### config.mk
export PLATFORM = sky130hd
export DESIGN_NAME = shift_add_multiplier
export DESIGN_NICKNAME = d
export VERILOG_FILES = /design/src/rtl/mult_pkg.sv /design/src/rtl/shift_add_multiplier_alu.sv /design/src/rtl/shift_add_multiplier.sv
export SDC_FILE = /design/constraint.sdc
export NUM_CORES = 1
export LEC_CHECK = 0
export ABC_AREA = 1
export CAP_MARGIN = 10
export CORE_MARGIN = 2
export CORE_UTILIZATION = 23
export CTS_CLUSTER_DIAMETER = 80
export CTS_CLUSTER_SIZE = 16
export DETAILED_ROUTE_END_ITERATION = 12
export GPL_ROUTABILITY_DRIVEN = 0
export MAX_ROUTING_LAYER = met4
export SYNTH_ARGS = -nofsm -noshare
export SYNTH_HDL_FRONTEND = slang
export SYNTH_SLANG_ARGS = --single-unit
### constraint.sdc
create_clock -name clk -period 1.8 [get_ports clk]
set_input_delay 0.36 -clock clk [delete_from_list [all_inputs] [get_ports clk]]
set_output_delay 0.36 -clock clk [all_outputs]
set_load 0.01 [all_outputs]
### src/rtl/mult_pkg.sv
`default_nettype none
// ============================================================================
// Module      : mult_pkg
// Description : Shared types and constants for the shift-add multiplier.
//               Holds the controller state encoding and the ALU op-codes
//               understood by shift_add_multiplier_alu.
// Revision    : 1.0 - initial release
// ============================================================================
package mult_pkg;

    // Controller states: IDLE waits for start, CALC runs N add/shift steps,
    // DONE presents the product for one cycle.
    typedef enum logic [1:0] {
        IDLE = 2'd0,
        CALC = 2'd1,
        DONE = 2'd2
    } mult_state_t;

    // ALU operation codes
    localparam logic [1:0] ALU_ADD = 2'b00;
    localparam logic [1:0] ALU_SUB = 2'b01;
    localparam logic [1:0] ALU_AND = 2'b10;
    localparam logic [1:0] ALU_OR  = 2'b11;

endpackage : mult_pkg
`default_nettype wire

### src/rtl/shift_add_multiplier_alu.sv
`default_nettype none
// ============================================================================
// Module      : shift_add_multiplier_alu
// Description : N-bit combinational ALU (ADD / SUB / AND / OR) with
//               overflow (V), carry (C), negative (Neg) and zero (Z) flags.
// Parameters  : N        - operand width
// Ports       : i_a      - operand A
//               i_b      - operand B
//               i_op     - operation code (ALU_* from mult_pkg)
//               o_result - N-bit result
//               o_v      - signed overflow
//               o_c      - carry-out for ADD, not-borrow for SUB, 0 otherwise
//               o_neg    - result MSB
//               o_z      - result is zero
// Revision    : 1.0 - initial release
// ============================================================================
module shift_add_multiplier_alu
    import mult_pkg::*;
#(
    parameter int N = 8
) (
    input  logic [N-1:0] i_a,
    input  logic [N-1:0] i_b,
    input  logic [1:0]   i_op,
    output logic [N-1:0] o_result,
    output logic         o_v,
    output logic         o_c,
    output logic         o_neg,
    output logic         o_z
);

    logic [N:0] w_sum;
    logic [N:0] w_diff;

    assign w_sum  = {1'b0, i_a} + {1'b0, i_b};
    assign w_diff = {1'b0, i_a} - {1'b0, i_b};

    always_comb begin
        o_result = '0;
        o_v      = 1'b0;
        o_c      = 1'b0;
        case (i_op)
            ALU_ADD: begin
                o_result = w_sum[N-1:0];
                o_c      = w_sum[N];
                o_v      = (i_a[N-1] == i_b[N-1]) && (w_sum[N-1] != i_a[N-1]);
            end
            ALU_SUB: begin
                o_result = w_diff[N-1:0];
                // Borrow appears in bit N; C reports "no borrow"
                o_c      = ~w_diff[N];
                o_v      = (i_a[N-1] != i_b[N-1]) && (w_diff[N-1] != i_a[N-1]);
            end
            ALU_AND: o_result = i_a & i_b;
            ALU_OR:  o_result = i_a | i_b;
            default: o_result = '0;
        endcase
    end

    assign o_neg = o_result[N-1];
    assign o_z   = (o_result == '0);

endmodule : shift_add_multiplier_alu
`default_nettype wire

### src/rtl/shift_add_multiplier.sv
`default_nettype none
// ============================================================================
// Module      : shift_add_multiplier
// Description : Sequential N x N shift-and-add multiplier. One add/shift
//               step per clock; a product takes N CALC cycles followed by a
//               one-cycle DONE pulse.
// Config      : MULT_SIGNED_EN - when defined, A/B/P are two's complement.
//               Operand magnitudes feed the unsigned core and the product is
//               negated on load into P when the operand signs differ.
// Parameters  : N     - operand width (>= 2)
// Ports       : clk   - clock, rising edge
//               reset - synchronous active-high reset
//               start - begin a multiply (sampled only in IDLE)
//               A, B  - multiplicand / multiplier, captured on accepted start
//               P     - 2N-bit product, held until the next accepted start
//               busy  - high while in CALC
//               done  - one-cycle pulse, P valid
// Revision    : 1.0 - initial release
// ============================================================================
module shift_add_multiplier
    import mult_pkg::*;
#(
    parameter int N = 8
) (
    input  logic           clk,
    input  logic           reset,
    input  logic           start,
    input  logic [N-1:0]   A,
    input  logic [N-1:0]   B,
    output logic [2*N-1:0] P,
    output logic           busy,
    output logic           done
);

    localparam int CW = $clog2(N) + 1;

    mult_state_t    r_state;
    mult_state_t    w_next_state;

    logic [N-1:0]   r_mcand;
    logic [2*N-1:0] r_acc;
    logic           r_carry;
    logic [CW-1:0]  r_cnt;
    logic [2*N-1:0] r_p;

    logic [N-1:0]   w_addend;
    logic [N-1:0]   w_sum;
    logic           w_cout;
    logic [2*N-1:0] w_acc_next;
    logic           w_last;
    logic [N-1:0]   w_cap_a;
    logic [N-1:0]   w_cap_b;
    logic [2*N-1:0] w_p_load;

    // Flags not needed by the multiply step
    logic           w_unused_v;
    logic           w_unused_neg;
    logic           w_unused_z;
    // The carry bit is always shifted back to zero by the end of a step;
    // it is kept as state so {C, upper, lower} forms one register.
    logic           w_unused_carry;

    assign w_unused_carry = r_carry;

    // ------------------------------------------------------------------
    // Datapath: upper half + (LSB ? multiplicand : 0), then shift right
    // ------------------------------------------------------------------
    assign w_addend = r_acc[0] ? r_mcand : '0;

    shift_add_multiplier_alu #(
        .N (N)
    ) u_alu (
        .i_a      (r_acc[2*N-1:N]),
        .i_b      (w_addend),
        .i_op     (ALU_ADD),
        .o_result (w_sum),
        .o_v      (w_unused_v),
        .o_c      (w_cout),
        .o_neg    (w_unused_neg),
        .o_z      (w_unused_z)
    );

    // {C, sum, lower} >> 1 : carry drops into the accumulator MSB
    assign w_acc_next = {w_cout, w_sum, r_acc[N-1:1]};
    assign w_last     = (r_cnt == CW'(N - 1));

`ifdef MULT_SIGNED_EN
    logic r_neg;

    // -(-2^(N-1)) wraps to 2^(N-1), which is still the correct unsigned
    // magnitude in N bits.
    assign w_cap_a  = A[N-1] ? -A : A;
    assign w_cap_b  = B[N-1] ? -B : B;
    assign w_p_load = r_neg ? -w_acc_next : w_acc_next;

    always_ff @(posedge clk) begin
        if (reset) begin
            r_neg <= 1'b0;
        end else if ((r_state == IDLE) && start) begin
            r_neg <= A[N-1] ^ B[N-1];
        end
    end
`else
    assign w_cap_a  = A;
    assign w_cap_b  = B;
    assign w_p_load = w_acc_next;
`endif

    // ------------------------------------------------------------------
    // Controller
    // ------------------------------------------------------------------
    always_ff @(posedge clk) begin
        if (reset) begin
            r_state <= IDLE;
        end else begin
            r_state <= w_next_state;
        end
    end

    always_comb begin
        w_next_state = r_state;
        busy         = 1'b0;
        done         = 1'b0;
        case (r_state)
            IDLE: begin
                if (start) begin
                    w_next_state = CALC;
                end
            end
            CALC: begin
                busy = 1'b1;
                if (w_last) begin
                    w_next_state = DONE;
                end
            end
            DONE: begin
                done         = 1'b1;
                w_next_state = IDLE;
            end
            default: w_next_state = IDLE;
        endcase
    end

    // ------------------------------------------------------------------
    // Datapath registers
    // ------------------------------------------------------------------
    always_ff @(posedge clk) begin
        if (reset) begin
            r_mcand <= '0;
            r_acc   <= '0;
            r_carry <= 1'b0;
            r_cnt   <= '0;
            r_p     <= '0;
        end else begin
            case (r_state)
                IDLE: begin
                    if (start) begin
                        r_mcand <= w_cap_a;
                        r_acc   <= {{N{1'b0}}, w_cap_b};
                        r_carry <= 1'b0;
                        r_cnt   <= '0;
                    end
                end
                CALC: begin
                    r_acc   <= w_acc_next;
                    r_carry <= 1'b0;
                    r_cnt   <= r_cnt + 1'b1;
                    if (w_last) begin
                        r_p <= w_p_load;
                    end
                end
                default: begin
                end
            endcase
        end
    end

    assign P = r_p;

endmodule : shift_add_multiplier
`default_nettype wire

==> metrics.md <==
| Metric | Value |
|---|---|
| Status | completed |
| Sequential area share after synthesis | 42.2% |
| Worst hold slack | 0.461 ns |
| Die area | 0.0103 sq mm |
| Top-area cell type share of the netlist area | 42.2% |
| Fin Setup TNS | 0 ns |
| Total core area | 0.00924 sq mm |
| Crit path from | r_mcand[0] |
| GRT Util Overall | 11.0% |
| #FFs+latches synth | between 40 and 50 |
| Initial antenna violation count | 0 |
| Fraction of layout instances using a drive strength above 1 | 11.7% |
| Clock skew | 0.0117 ns |
| Crit path cell chain | nand2_1 -> inv_1 -> ha_2 -> fa_2 -> nand2_2 -> nand2_2 -> nand3_2 -> nand2_2 -> nand2_1 -> nand2_1 -> o21ai_1 -> inv_1 |
| Multi-input logic area | 0.00115 sq mm |
| Placed cell count | 463 |
| Pre-Repair DR Iteration Count | 4 |
| Fin cells | 471 |
| Largest cells by area after synthesis | dfxtp_1, nand2_1, nand3_1 |
| Final setup margin | 0.142 ns |
| CP arrival | 1.88 ns |
| Nets | 370 |
| Clock slew at reported path FFs | 0.09 ns |
| Worst EP required | about 2.0 ns |
| Drt drc | 0 |
| Rows | 35 |
| Final Hold Violating Endpoints | 0 |
| Max Cap Violations | 0 |
| Largest net degree at the start of global routing | 22 |
| CP peak stage delay | 0.38 ns |
| Fill count | 984 |
| Register area | roughly 900 sq um |
| Total number of vias | 1986 |
| Clock Path Buffers | 2 |
| Worst path slowest cell | fa_2 |
| Starting Density | between 20% and 30% |
| Peak VDD IR | 0.256 mV |
| Die Span Y | 101 um |
| Clk root buf | clkbuf_8 |
| Setup CP Type | reg -> reg |
| FMAX | 603 MHz |
| Syn Nets | 333 |
| Most frequent cell after synthesis | nand2_1 |
| Netlist cell types | 27 |
| Most frequent cells after synthesis | nand2_1, dfxtp_1, nor2_1 |
| Fin crit period | 1.66 ns |
| Avg Synthesized Cell Area | 7.19 sq um |
| Pleak | approximately 1.3 nW |
| Dpl hpwl | 3.95 mm |
| Post-synthesis cell count | about 300 |
| Critical path fanouts, max | 3 |
| Synth warnings | 0 |
| CTS tree | yes |
| Final ANT Viol Nets | 0 |
| Cts hold-fix bufs | 0 |
| Global-route wire length before repair | 8.69 mm |
| R2R Path Start | r_mcand[0] |
| Total chip power | 1.95 mW |
| Die width | 101 um |
| H-tree depth | 2 |
| Area Overhead vs Synth | 30.5% |
| Rel. slew slack | 80.9% |
| WL final | 5.37 mm |
| Setup-failing EPs final | 0 |
| Dpl cell area | 0.00269 sq mm |
| Unrepaired setup endpoints after global routing | true |
| Grt total ovfl | 0 |
| Worst-margin pin slew | 0.287 ns |
| Fin crit share | 92.1% |
| Routed len/inst | 11.4 um |
| Post-Syn Area | 0.00218 sq mm |
| Cell area after layout | 0.00285 sq mm |
| # IOs | 37 |
| Number of synthesized flops with an enable pin | 0 |
| Worst-Skew Late Latency | 0.31 ns |
| Fin util | 30.9% |
| Leading area contributor after synthesis | dfxtp_1 |
| Final slew viol count | 0 |
| Asr flop ratio synth | 0% |
| Crit. End Element | register |
| Drt via density | 4.22 |
| Crit path launch type | register |
| Synth Flop Type | dfxtp_1 |
| CTS Sinks | 46 |
| Diode count | 0 |
| DP Worst Slack | 0.0660 ns |
| # port buffers | 36 |
| WP buf/inv | 2 |
| Vias in the first global route | 1865 |
| Power Density | around 700 mW/mm^2 |
| CTS Buf Count | 5 |
| HP Start | r_acc[3] |
| Initial DRC Count | 103 |
| Delay-heaviest family, CP | adder cells |
| Worst min-delay path class | reg -> reg |
-- cells by family (layout without fill, tap and decap cells) --
family | count (synthesis) | in the layout | synth area share [%]
AO/OA/AOI/OAI | 39 | 39 | 9.74
flip-flops | 46 | 46 | 42.2
adder cells (fa/ha/maj) | 10 | 10 | 6.07
XOR/XNOR | 1 | 1 | 0.401
buffers and inverters | 43 | 81 | 8.48
AND/OR/NAND/NOR | 165 | 165 | 33.2
-- tightest hold or removal path, delay by kind of cell, from the launching register on --
family           cells  cell delay [ns]
AND/OR/NAND/NOR      2             0.10
flip-flops           1             0.33
-- path summary, 6_finish.rpt --
kind	endpoint	slack (ns)	depth (start not counted)
hold reg to reg	P[2]	0.46	2
hold / removal	P[2]	0.46	2
setup reg to reg	P[15]	0.14	12
setup / recovery	P[15]	0.14	12
-- repair_timing --
| item | 4_1_cts | 5_1_grt |
|---|---|---|
| pin swaps | 0 | 1 |
| cloned | 0 | 0 |
| endpoints found under the hold margin | 0 | 0 |
| setup buffers | 0 | 0 |
| setup endpoints to repair | 2 | 7 |
| gates resized for setup | 4 | 13 |
-- routing by layer --
metal	track usage, %	routed length [um]	up-vias	share of wire (%)
met5	-	0	-	0
met4	3.33	62	0	1.2
met3	2.76	206	7	3.8
met2	16.9	2440	41	45
met1	14.3	2660	901	50
li1	-	-	1037	-
-- layout by cell type, fill, tap and decap left out, types with 3 or more instances in the layout --
master	count
nand2_1	99
dfxtp_1	44
clkdlybuf4s50_1	34
nor2_1	30
inv_1	25
nand3_1	22
a21oi_1	17
o21ai_0	10
a31oi_1	7
buf_4	7
clkbuf_8	5
inv_2	4
nand2_2	4
ha_4	4
ha_1	4
nor2_8	3
nand3_2	3
-- sequential cells by signal, summed over array words and instances (netlist names) --
signal   count
r_acc       16
r_cnt        4
P           16
r_state      2
r_mcand      8
-- area by class of cell --
cell class	count	share of cell area [%]
Tap cell	129	5.66
Clock buffer	5	2.41
Inverter	30	4.04
Sequential cell	46	32.5
Timing Repair Buffer	43	14.4
Clock inverter	3	0.746
Multi-Input combinational cell	215	40.3
-- where the power goes --
part / internal, mW / total [mW] / switching (mW)
Sequential: 1.05 / 1.07 / 0.0231
Combinational: 0.0954 / 0.220 / 0.124
Clock: 0.273 / 0.656 / 0.383
Total: 1.42 / 1.95 / 0.530
(Power assumes the default switching activity.)
